===== src/rtl/dllp_pkg.sv =====
// Shared constants and types for the receive-side Ack/Nak DLLP parser.
package dllp_pkg;

    localparam logic [7:0]  TYPE_ACK = 8'h00;
    localparam logic [7:0]  TYPE_NAK = 8'h10;

    localparam logic [15:0] CRC_POLY = 16'h100B;
    localparam logic [15:0] CRC_INIT = 16'hFFFF;

    localparam logic [1:0]  AN_NONE  = 2'b00;
    localparam logic [1:0]  AN_ACK   = 2'b01;
    localparam logic [1:0]  AN_NAK   = 2'b10;

    // Index of the next expected DLLP word.
    typedef enum logic [1:0] {
        ST_W0 = 2'd0,
        ST_W1 = 2'd1,
        ST_W2 = 2'd2
    } dllp_state_e;

    function automatic logic [1:0] an_code(input logic [7:0] dllp_type);
        return (dllp_type == TYPE_ACK) ? AN_ACK : AN_NAK;
    endfunction

endpackage


===== src/rtl/dllp_crc16.sv =====
// Combinational CRC-16 next state over one 16-bit word, MSB first.
module dllp_crc16
    import dllp_pkg::*;
(
    input  logic [15:0] crc_in,
    input  logic [15:0] data,
    output logic [15:0] crc_out
);

    always_comb begin
        crc_out = crc_in;
        for (int i = 15; i >= 0; i--) begin
            crc_out = {crc_out[14:0], 1'b0} ^ ((crc_out[15] ^ data[i]) ? CRC_POLY : 16'h0000);
        end
    end

endmodule


===== src/rtl/dllp_ack_nak_rx.sv =====
// Receive-side Ack/Nak DLLP parser feeding the replay buffer through a 1-deep result register.
// Optional CRC checking is built when DLLP_CRC_CHECK_EN is defined.
module dllp_ack_nak_rx
    import dllp_pkg::*;
(
    input  logic        clk,
    input  logic        reset_n,
    input  logic [15:0] din,
    input  logic        din_valid,
    input  logic        sop,
    input  logic        busy_n,
    output logic [1:0]  ack_nack,
    output logic [11:0] seq,
    output logic        crc_err,
    output logic [7:0]  drop_cnt,
    output dllp_state_e fsm_state
);

    dllp_state_e state;
    logic [7:0]  type_q;
    logic [11:0] seq_q;
    logic        pend_valid;
    logic [1:0]  pend_an;
    logic [11:0] pend_seq;
    logic [11:0] last_seq;

    logic deliver;
    logic frame_done;
    logic truncated;
    logic crc_pass;
    logic is_acknak;
    logic wr;

    // Result handshake: a result is offered whenever pend_valid is set; busy_n=1 in
    // that same cycle completes the transfer and the slot frees at the next edge.
    assign deliver  = pend_valid & busy_n;
    assign ack_nack = deliver ? pend_an : AN_NONE;
    assign seq      = deliver ? pend_seq : last_seq;
    assign fsm_state = state;

    assign frame_done = din_valid & ~sop & (state == ST_W2);
    assign truncated  = din_valid & sop & (state != ST_W0);
    assign is_acknak  = (type_q == TYPE_ACK) || (type_q == TYPE_NAK);
    assign wr         = frame_done & crc_pass & is_acknak;

`ifdef DLLP_CRC_CHECK_EN
    logic [15:0] crc_q;
    logic [15:0] crc_seed;
    logic [15:0] crc_next;

    // A fresh frame (sop in any state) always restarts from the init value.
    assign crc_seed = ((state == ST_W1) && !sop) ? crc_q : CRC_INIT;
    assign crc_pass = (din == ~crc_q);

    dllp_crc16 u_crc (
        .crc_in  (crc_seed),
        .data    (din),
        .crc_out (crc_next)
    );

    always_ff @(posedge clk or negedge reset_n) begin
        if (!reset_n) begin
            crc_q <= CRC_INIT;
        end else if (din_valid && (sop || state == ST_W1)) begin
            crc_q <= crc_next;
        end
    end
`else
    assign crc_pass = 1'b1;
`endif

    always_ff @(posedge clk or negedge reset_n) begin
        if (!reset_n) begin
            state      <= ST_W0;
            type_q     <= 8'h00;
            seq_q      <= 12'h000;
            pend_valid <= 1'b0;
            pend_an    <= AN_NONE;
            pend_seq   <= 12'h000;
            last_seq   <= 12'h000;
            crc_err    <= 1'b0;
            drop_cnt   <= 8'h00;
        end else begin
            crc_err <= truncated | (frame_done & ~crc_pass);

            if (deliver) begin
                last_seq <= pend_seq;
            end

            // Newest result wins; a drop is counted only if the old one was never taken.
            if (wr) begin
                pend_valid <= 1'b1;
                pend_an    <= an_code(type_q);
                pend_seq   <= seq_q;
                if (pend_valid && !deliver && drop_cnt != 8'hFF) begin
                    drop_cnt <= drop_cnt + 8'd1;
                end
            end else if (deliver) begin
                pend_valid <= 1'b0;
            end

            if (din_valid) begin
                if (sop) begin
                    type_q <= din[15:8];
                    state  <= ST_W1;
                end else begin
                    case (state)
                        ST_W1: begin
                            seq_q <= din[11:0];
                            state <= ST_W2;
                        end
                        ST_W2:   state <= ST_W0;
                        default: state <= ST_W0;
                    endcase
                end
            end
        end
    end

endmodule


===== config.mk =====
export PLATFORM = sky130hd
export DESIGN_NAME = dllp_ack_nak_rx
export DESIGN_NICKNAME = d
export VERILOG_FILES = /design/src/rtl/dllp_pkg.sv /design/src/rtl/dllp_crc16.sv /design/src/rtl/dllp_ack_nak_rx.sv
export SDC_FILE = /design/constraint.sdc
export NUM_CORES = 1
export LEC_CHECK = 0
export ABC_AREA = 0
export BUFFER_PORTS_ARGS = -buffer_cell sky130_fd_sc_hd__buf_2
export CELL_PAD_IN_SITES_DETAIL_PLACEMENT = 1
export CELL_PAD_IN_SITES_GLOBAL_PLACEMENT = 1
export CORE_ASPECT_RATIO = 0.5
export CORE_UTILIZATION = 47
export DETAILED_ROUTE_END_ITERATION = 8
export PLACE_DENSITY_LB_ADDON = 0.1
export SLEW_MARGIN = 30
export SYNTH_ARGS = -nofsm -noshare
export SYNTH_HDL_FRONTEND = slang
export SYNTH_SLANG_ARGS = --single-unit

===== constraint.sdc =====
create_clock -name clk -period 4.15 [get_ports clk]
set_input_delay 0.415 -clock clk [delete_from_list [all_inputs] [get_ports clk]]
set_output_delay 0.415 -clock clk [all_outputs]
set_load 0.02 [all_outputs]

==> flow_summary.json, run 1 <==
{
  "status": "finished, final reports clean",
  "cp_num_buf_inv": 0,
  "grt_use_total_pct": 20.28,
  "synthTopCellsByArea": "dfrtp_1 (64%), mux2_2 (22%), xor2_1 (1.9%)",
  "num_rows": 17,
  "p_per_area_nw_per_um2": 424.5,
  "syn_area_per_cell_sq_um": 14.72,
  "vias": 1402,
  "yosysUniqueCellTypes": 23,
  "place_congestion": 0.7619,
  "synth_top_area_share_pct": 64.02,
  "finalSetupTns_ps": 0,
  "postCtsResizedCells": 0,
  "cts_tree": "done",
  "cp_slowest_cell": "or4_1",
  "syn_nets": 176,
  "worstSetupPathType": "flop to flop",
  "io_pins": 46,
  "routed_wl_um": 4289,
  "critical_path_arrival_ps": 2470,
  "drive_above_1_share_pct": 50.00,
  "grt_pass1_wl_um": 7472,
  "die_h_um": 51.11,
  "place_hpwl_um": 2937,
  "htreeDepth": 3,
  "worst_hold_path_type": "input pin to async pin",
  "rr_startpoint": "fsm_state[0]$_DFFE_PN0P_",
  "overflow": 0,
  "critPathRequiredTime_ps": 4360,
  "slowest_delay_ps": 670,
  "worst_slack_ps": 1892,
  "cts_buffers": 9,
  "endpoint_kind": "flop",
  "synthCells": 154,
  "tightest_slew_ps": 779.5,
  "crit_start": "fsm_state[0]$_DFFE_PN0P_",
  "nets": 229,
  "firstDrtPassIters": 2,
  "peakVddDrop_mv": 0.2596,
  "grt_pass1_vias": 1494,
  "cts.clk_slew.worst_paths_ps": 60,
  "antenna_left": 0,
  "die_area_sq_um": 5122,
  "via_per_inst": 5.043,
  "pre_cts_ws_ps": 1878,
  "ys_seq_area_share_pct": 64.02,
  "antennaDiodeCount": 0,
  "p_leak_uw": 0.001447,
  "critPathMaxFanout": 7,
  "clock.fmax_mhz": 442.8,
  "syn_area_sq_um": 2267,
  "finalCritPeriodShare_pct": 54.42,
  "drtIter0Drc": 34,
  "clock_path_buffers": 2,
  "path_cells": "or4b_1, or4_1, nor2_1, mux2_1",
  "skew_ps": 3.632,
  "yosys_warnings": 0,
  "portBuffers": 45,
  "clk_latency_ps": 330,
  "grt_start_max_net_pins": 59,
  "grt_setup_unrepaired": "false",
  "relSlewSlack_pct": 48.03,
  "post_cts_buffers": 0,
  "clkSinkCount": 58,
  "syn2layout_area_growth_pct": 20.86,
  "die_w_um": 100.2,
  "drc": 0,
  "ctsHoldBuffers": 0,
  "setup_viol": 0,
  "maxCapViolCount": 0,
  "initial_core_util_pct": 50.28,
  "cpLargestDelayFamily": "simple AND/OR/NAND/NOR gates",
  "cp-start-kind": "flop",
  "grt_antenna_before_repair": 0,
  "min_period_ps": 2258,
  "yosys_register_bits": 58,
  "cts_root_buf": "clkbuf_8",
  "synth_area_leader_cell": "dfrtp_1",
  "core_area_sq_um": 4509,
  "maxSlewViolCount": 0,
  "hold_violations": 0,
  "wl_per_cell_um": 15.43
}
## through the flow
| stage | instances | instance area, sq um | hold slack, ps | power, uW | util [%] |
|---|---|---|---|---|---|
| 2_1_floorplan | 154 | 2267 | 119.4 | 697.7 | - |
| 3_3_place_gp | 262 | 2576 | 459.1 | 733.0 | 57.13 |
| 3_5_place_dp | 262 | 2576 | 467.5 | 740.1 | 57.13 |
| 4_1_cts | 278 | 2740 | 251.5 | 1185 | 60.77 |
| 5_1_grt | 278 | 2740 | 286.7 | 1228 | 60.77 |
| 6_report | 278 | 2740 | 231.6 | 1163 | 60.77 |
## per-layer routing
layer	wire, um	GRT usage, %
met5	0	0
met4	39	5.797
met3	275	9.850
met2	2020	30.71
met1	1954	26.05
## final timing paths
check	end	depth (start not counted)	slack, ps
max in group asynchronous	seq_q[8]$_DFFE_PN0P_	2	3430
min in group clk	seq_q[7]$_DFFE_PN0P_	2	310
worst min-delay path	drop_cnt[7]$_DFFE_PN0P_	2	230
worst min register to register	pend_an[0]$_DFFE_PN0P_	2	480
worst max register to register	drop_cnt[1]$_DFFE_PN0P_	4	1890
worst max-delay path	drop_cnt[1]$_DFFE_PN0P_	4	1890
## cells by family after synthesis
group | share of synthesized area [%]
xor gates and xnor gates | 1.931
DFF | 64.02
buffers and inverters | 1.379
muxes | 23.84
adders and majority gates | 0.5518
AOI/OAI and AO/OA | 0.9933
and+or+nand+nor | 7.285
## power breakdown
group          switching (uW)  internal (uW)  total (uW)  leakage [uW]
Sequential               24.3            616         640      0.000763
Clock                     206            230         437     0.0000872
Combinational            36.7           49.5        86.2      0.000597
Total                     267            896        1160       0.00145
## final cells by class
| class | instances | area (sq um) |
|---|---|---|
| Clock buffer | 13 | 148.9 |
| Clock inverter | 3 | 15.01 |
| Fill cell | 476 | 1769 |
| Inverter | 3 | 11.26 |
| Multi-Input combinational cell | 88 | 790.8 |
| Sequential cell | 58 | 1451 |
| Tap cell | 66 | 82.58 |
| Timing Repair Buffer | 47 | 240.2 |
## state kept, by name (all words and copies together) (netlist names)
name / flops
type_q: 8
seq_q: 12
drop_cnt: 8
fsm_state: 2
last_seq: 12
pend_an: 2
pend_seq: 12
pend_valid: 1
crc_err: 1
## worst reg2reg max path: cells and delay by family (launching register included)
family           cells  cell delay, ps
AND/OR/NAND/NOR      3            1420
flip-flops           1             400
multiplexers         1             330
## synthesized netlist by cell type
library cell,instances
nor4_1,3
or4b_1,1
nand3_1,2
nor4b_1,1
ha_1,1
nand2_1,7
nor2_1,4
clkbuf_1,4
a21o_1,1
buf_2,1
inv_1,3
xor2_1,5
o21ai_0,3
mux2_1,3
and3_1,2
or4_1,2
dfrtp_1,58
nand2b_1,2
nand4_1,1
mux2_2,45
or3b_1,1
nor3_1,3
or3_1,1
## placed cells by master (no fill, tap or decap)
cell type  count
xor2_1         5
nor2_1         4
or3_1          1
o21ai_0        3
clkbuf_8      10
nand3_1        2
mux2_1         3
nand2_1        7
nor4_1         2
ha_1           1
and3_1         2
inv_1          3
nand2b_1       2
or3b_1         1
buf_2         45
or4_1          2
buf_4          2
a21o_1         1
nor4_2         1
clkbuf_1       3
mux2_2        45
clkinv_2       3
or4b_1         1
nand4_1        1
nor4b_1        1
nor3_1         3
dfrtp_1       58
Power figures use the tool's default switching activity.
==> run 2, diff against run 1 <==
--- a/config.mk
+++ b/config.mk
@@ -5,12 +5,12 @@
 export SDC_FILE = /design/constraint.sdc
 export NUM_CORES = 1
 export LEC_CHECK = 0
-export ABC_AREA = 0
+export ABC_AREA = 1
 export BUFFER_PORTS_ARGS = -buffer_cell sky130_fd_sc_hd__buf_2
 export CELL_PAD_IN_SITES_DETAIL_PLACEMENT = 1
 export CELL_PAD_IN_SITES_GLOBAL_PLACEMENT = 1
 export CORE_ASPECT_RATIO = 0.5
-export CORE_UTILIZATION = 47
+export CORE_UTILIZATION = 41
 export DETAILED_ROUTE_END_ITERATION = 8
 export PLACE_DENSITY_LB_ADDON = 0.1
 export SLEW_MARGIN = 30
==> constraint.sdc (replaced) <==
create_clock -name clk -period 2.2 [get_ports clk]
set_input_delay 0.22 -clock clk [delete_from_list [all_inputs] [get_ports clk]]
set_output_delay 0.22 -clock clk [all_outputs]
set_load 0.02 [all_outputs]
==> run 2 against run 1 <==
The run now ends with hold timing left; power is 120% higher; area after synthesis rose by 10%; cell area grew 12%; clock skew rose by 2.3 ps; first-iteration DRC count rose to 3.0 times the previous value; synthesized cell count up 81%; setup slack got worse by 1600 ps.
==> flow_summary.json, run 2 <==
{
  "grt_pass1_vias": 2146,
  "fill_cells": 703,
  "p_leak_uw": 0.001665,
  "largestRegisters": "last_seq x12, pend_seq x12, seq_q x12",
  "ys_async_sr_fraction_pct": 100.0,
  "post_cts_buffers": 0,
  "wl_met2_um": 2865,
  "drive_above_1_share_pct": 24.40,
  "synthTopCellsByArea": "dfrtp_1 (58%), nand2_1 (13%), mux2_2 (7.2%)",
  "synthCells": 278,
  "rr_startpoint": "drop_cnt[0]$_DFFE_PN0P_",
  "finalCritPeriodShare_pct": 87.77,
  "clock.fmax_mhz": 517.9,
  "syn_nets": 300,
  "mostFrequentLayoutCell": "nand2_1",
  "worstSetupPathType": "flop to output pin",
  "cts.clk_slew.worst_paths_ps": 50,
  "initial_core_util_pct": 43.98,
  "maxCapViolCount": 0,
  "cp-start-kind": "flop",
  "die_h_um": 57.20,
  "grt_pass1_wl_um": 10280,
  "antenna_left": 0,
  "num_rows": 19,
  "skew_ps": 5.896,
  "maxSlewViolCount": 0,
  "drtIter0Drc": 103,
  "final-instance-count-excl-fill": 409,
  "nets": 354,
  "cts_root_buf": "clkbuf_16",
  "syn_area_sq_um": 2499,
  "min_period_ps": 1931,
  "p_per_area_nw_per_um2": 849.9,
  "critical_path_arrival_ps": 1710,
  "endpoint_kind": "output pin",
  "yosysUniqueCellTypes": 19,
  "syn2layout_area_growth_pct": 23.18,
  "cts_tree": "done",
  "synth_edf_count": 0,
  "mostFrequentLayoutCells": "nand2_1 (89), dfrtp_1 (58), buf_2 (45)",
  "drc": 0,
  "p_switching_uw": 648.1,
  "clk_latency_ps": 330,
  "switching_share_pct": 24.77,
  "internal_power_uw": 1968,
  "placed_area_sq_um": 2818,
  "ys_seq_area_share_pct": 58.09,
  "vias": 2029,
  "overflow": 0,
  "synth_top_area_share_pct": 58.09,
  "die_area_sq_um": 6429,
  "p_total_uw": 2616,
  "synth_area_leader_cell": "dfrtp_1",
  "clkSinkCount": 58,
  "wl_met3_um": 242,
  "setup_viol": 0,
  "wl_per_cell_um": 14.29,
  "finalSetupTns_ps": 0,
  "core_area_sq_um": 5682,
  "seqPwrFrac_pct": 45.7,
  "antennaDiodeCount": 0,
  "pre_cts_ws_ps": 584.0,
  "portBuffers": 45,
  "clock_path_buffers": 2,
  "die_w_um": 112.4,
  "r2r_slack_ps": 600,
  "syn_area_per_cell_sq_um": 8.988,
  "htreeDepth": 3,
  "ctsHoldBuffers": 0,
  "hold_slack_ps": -8.279,
  "hold_violations": 18,
  "synth.most_common_cell": "nand2_1",
  "pwr-share-clk_pct": 46.9,
  "grt_use_total_pct": 21.42,
  "dp_cells": 394,
  "synth_common_cells": "nand2_1 (89), dfrtp_1 (58), inv_1 (36)",
  "firstDrtPassIters": 4,
  "place_congestion": 0.7466,
  "status": "finished, violations left",
  "dominantRegCellSynth": "dfrtp_1",
  "grt_start_max_net_pins": 37,
  "stdcell_area_sq_um": 3078,
  "yosys_warnings": 0,
  "crit_start": "pend_valid$_DFFE_PN0P_",
  "grt_setup_unrepaired": "false",
  "m1WireLength_um": 2671,
  "postCtsResizedCells": 0,
  "relSlewSlack_pct": 45.37,
  "via_per_inst": 4.961,
  "cts_buffers": 9,
  "worst_slack_ps": 269.1,
  "top_layer_used": "met4",
  "place_hpwl_um": 4148,
  "tightest_slew_ps": 819.5,
  "power.share.combinational_pct": 7.4,
  "yosys_register_bits": 58,
  "io_pins": 46,
  "worst_hold_path_type": "input pin to async pin",
  "peakVddDrop_mv": 0.6275,
  "violations": "hold timing",
  "critPathMaxFanout": 14,
  "critPathRequiredTime_ps": 1980,
  "routed_wl_um": 5846,
  "grt_antenna_before_repair": 0
}
[run 2: final cells by class]
cell class / count / area, sq um / share of cell area [%]
multi-input combinational: 178 / 884.6 / 28.74
inverter: 36 / 135.1 / 4.390
clock buffer: 9 / 225.2 / 7.317
tap: 73 / 91.34 / 2.967
clock inverter: 6 / 35.03 / 1.138
sequential: 58 / 1451 / 47.15
timing repair buffer: 49 / 255.2 / 8.293
[run 2: logic make-up after synthesis]
kind of cell	count (synthesis)	share of synthesized area, %
XOR/XNOR	3	1.052
buffers and inverters	42	6.510
AND/OR/NAND/NOR	131	21.08
flip-flops	58	58.09
adder cells (fa/ha/maj)	1	0.5007
AO/OA/AOI/OAI	27	5.558
multiplexers	16	7.211
[run 2: routing by layer]
| metal | up-vias | track usage (%) |
|---|---|---|
| met5 | - | 0 |
| met4 | 0 | 6.286 |
| met3 | 9 | 7.545 |
| met2 | 39 | 35.23 |
| met1 | 1008 | 27.20 |
| li1 | 973 | - |
[run 2: stage by stage]
step | utilization, % | hold WS, ps
floorplan | - | -75.59
global placement | 49.59 | 343.5
detailed placement | 49.59 | 368.0
CTS | 54.17 | 20.56
global route | 54.17 | 63.51
finish | 54.17 | -8.279
[run 2: power by group through the flow]
stage / Sequential [uW] / Clock [uW] / Combinational, uW
floorplan: 1200 / 0 / 110
global placement: 1210 / 0 / 180
detailed placement: 1210 / 0 / 194
CTS: 1200 / 1260 / 197
global route: 1210 / 1310 / 223
finish: 1200 / 1230 / 193
[run 2: critical path, stage by stage (launching register included)]
cell and delay [ps]:
dfrtp_1 370, nand2_1 430, mux2_2 410, buf_2 160
[run 2: final timing paths]
check | to | cells after the start
max in group asynchronous | seq_q[11]$_DFFE_PN0P_ | 2
setup reg to reg | drop_cnt[3]$_DFFE_PN0P_ | 7
hold reg to reg | pend_seq[4]$_DFFE_PN0P_ | 2
min in group clk | seq_q[7]$_DFFE_PN0P_ | 2
setup / recovery | seq[8] | 3
hold / removal | seq_q[0]$_DFFE_PN0P_ | 1
==> run 3, diff against run 2 <==
--- a/config.mk
+++ b/config.mk
@@ -12,6 +12,7 @@
 export CORE_ASPECT_RATIO = 0.5
 export CORE_UTILIZATION = 41
 export DETAILED_ROUTE_END_ITERATION = 8
+export HOLD_SLACK_MARGIN = 0.1
 export PLACE_DENSITY_LB_ADDON = 0.1
 export SLEW_MARGIN = 30
 export SYNTH_ARGS = -nofsm -noshare
==> run 3 against run 2 <==
The flow now finishes without violations; cell area increased by 0.33%; via count decreased by 0.15%; register-to-register slack about the same; global-route usage about the same; combinational power about the same; clock-buffer cell count unchanged; core utilization increased by 0.18 points; critical path depth unchanged; maximum frequency decreased by 0.22%; critical endpoint unchanged; highest routed layer unchanged.
==> flow_summary.json, run 3 (synthesis results as in run 2) <==
{
  "cp_slowest_cell": "nand2_1",
  "skew_ps": 5.893,
  "firstDrtPassIters": 4,
  "drc": 0,
  "m1WireLength_um": 2716,
  "top_layer_used": "met4",
  "setup_viol": 0,
  "maxSlewViolCount": 0,
  "worst_slack_ps": 264.9,
  "finalCritPeriodShare_pct": 87.96,
  "nets": 355,
  "antennaDiodeCount": 0,
  "finalSetupTns_ps": 0,
  "htreeDepth": 3,
  "switching_share_pct": 24.95,
  "path_cells": "nand2_1, mux2_2, buf_2",
  "cts.clk_slew.worst_paths_ps": 50,
  "drive_above_1_share_pct": 24.33,
  "die_area_sq_um": 6429,
  "mostFrequentLayoutCells": "nand2_1 (89), dfrtp_1 (58), buf_2 (45)",
  "vias": 2026,
  "p_leak_uw": 0.001669,
  "clock_path_buffers": 2,
  "grt_pass1_vias": 2155,
  "cts_buffers": 9,
  "die_h_um": 57.20,
  "internal_power_uw": 1969,
  "tightest_slew_ps": 823.3,
  "drtIter0Drc": 101,
  "grt_setup_unrepaired": "false",
  "syn2layout_area_growth_pct": 23.59,
  "io_pins": 46,
  "portBuffers": 45,
  "overflow": 0,
  "via_per_inst": 4.941,
  "cts_root_buf": "clkbuf_16",
  "initial_core_util_pct": 43.98,
  "num_rows": 19,
  "hold_slack_ps": 132.9,
  "pre_cts_ws_ps": 584.0,
  "p_switching_uw": 654.7,
  "core_area_sq_um": 5682,
  "power.share.combinational_pct": 7.4,
  "cts_tree": "done",
  "fill_cells": 702,
  "clock.fmax_mhz": 516.8,
  "worstSetupPathType": "flop to output pin",
  "largestRegisters": "last_seq x12, pend_seq x12, seq_q x12",
  "peakVddDrop_mv": 0.6278,
  "wl_met2_um": 2841,
  "antenna_left": 0,
  "wl_met3_um": 221,
  "place_hpwl_um": 4148,
  "maxCapViolCount": 0,
  "p_per_area_nw_per_um2": 849.7,
  "die_w_um": 112.4,
  "endpoint_kind": "output pin",
  "clkSinkCount": 58,
  "grt_start_max_net_pins": 37,
  "grt_pass1_wl_um": 10310,
  "wl_per_cell_um": 14.28,
  "place_congestion": 0.7466,
  "seqPwrFrac_pct": 45.6,
  "critPathMaxFanout": 14,
  "pwr-share-clk_pct": 47.0,
  "status": "finished, final reports clean",
  "critical_path_arrival_ps": 1720,
  "clk_latency_ps": 330,
  "hold_violations": 0,
  "slowest_delay_ps": 430,
  "fin_util_pct": 54.35,
  "worst_hold_path_type": "input pin to flop",
  "critPathRequiredTime_ps": 1980,
  "cp-start-kind": "flop",
  "grt_use_total_pct": 21.47,
  "mostFrequentLayoutCell": "nand2_1",
  "relSlewSlack_pct": 45.11,
  "min_period_ps": 1935,
  "routed_wl_um": 5855,
  "grt_antenna_before_repair": 0
}
## run 3: final timing paths
path | start | to | slack, ps | cells after the start
worst min register to register | seq_q[4]$_DFFE_PN0P_ | pend_seq[4]$_DFFE_PN0P_ | 470 | 2
worst min-delay path | din[7] | seq_q[7]$_DFFE_PN0P_ | 130 | 2
worst max-delay path | pend_valid$_DFFE_PN0P_ | seq[8] | 260 | 3
max in group asynchronous | reset_n | seq_q[11]$_DFFE_PN0P_ | 950 | 3
worst max register to register | drop_cnt[0]$_DFFE_PN0P_ | drop_cnt[3]$_DFFE_PN0P_ | 600 | 7
min in group asynchronous | reset_n | seq_q[0]$_DFFE_PN0P_ | 530 | 2
## run 3: layout make-up
type / count / area, sq um / share of cell area [%]
clock buffers: 9 / 225.2 / 7.293
clock inverters: 6 / 35.03 / 1.135
inverters: 36 / 135.1 / 4.376
multi-input cells: 178 / 884.6 / 28.65
flip-flops and latches: 58 / 1451 / 47.00
well taps: 73 / 91.34 / 2.958
repair buffers: 50 / 265.3 / 8.590
## run 3: metal layers
layer	vias to the layer above	global-route usage [%]
li1	974	-
met1	1008	27.27
met2	33	35.40
met5	-	0
met4	0	6.286
met3	11	7.439
## run 3: critical path, delay by kind of cell (launching register included)
kind          cells  cell delay, ps
flops             1             380
simple gates      1             430
mux               1             410
buf+inv           1             160
## run 3: stage by stage
| step | instances | area, sq um | power (uW) |
|---|---|---|---|
| 6_report | 410 | 3088 | 2624 |
| 4_1_cts | 410 | 3088 | 2653 |
| 2_1_floorplan | 278 | 2499 | 1315 |
| 5_1_grt | 410 | 3088 | 2742 |
| 3_3_place_gp | 394 | 2818 | 1388 |
| 3_5_place_dp | 394 | 2818 | 1406 |
## run 3: timing repair
item,CTS,global route
setup buffers,0,0
hold buffers,1,0
resized for setup,0,0
hold endpoints to repair,34,0
## run 3: power groups by stage
stage / clock network, uW / registers (uW) / logic, uW
after global routing: 1310 / 1210 / 224
after CTS: 1260 / 1200 / 199
after global placement: 0 / 1210 / 180
after detailed placement: 0 / 1210 / 194
final: 1230 / 1200 / 194
after floorplan: 0 / 1200 / 110
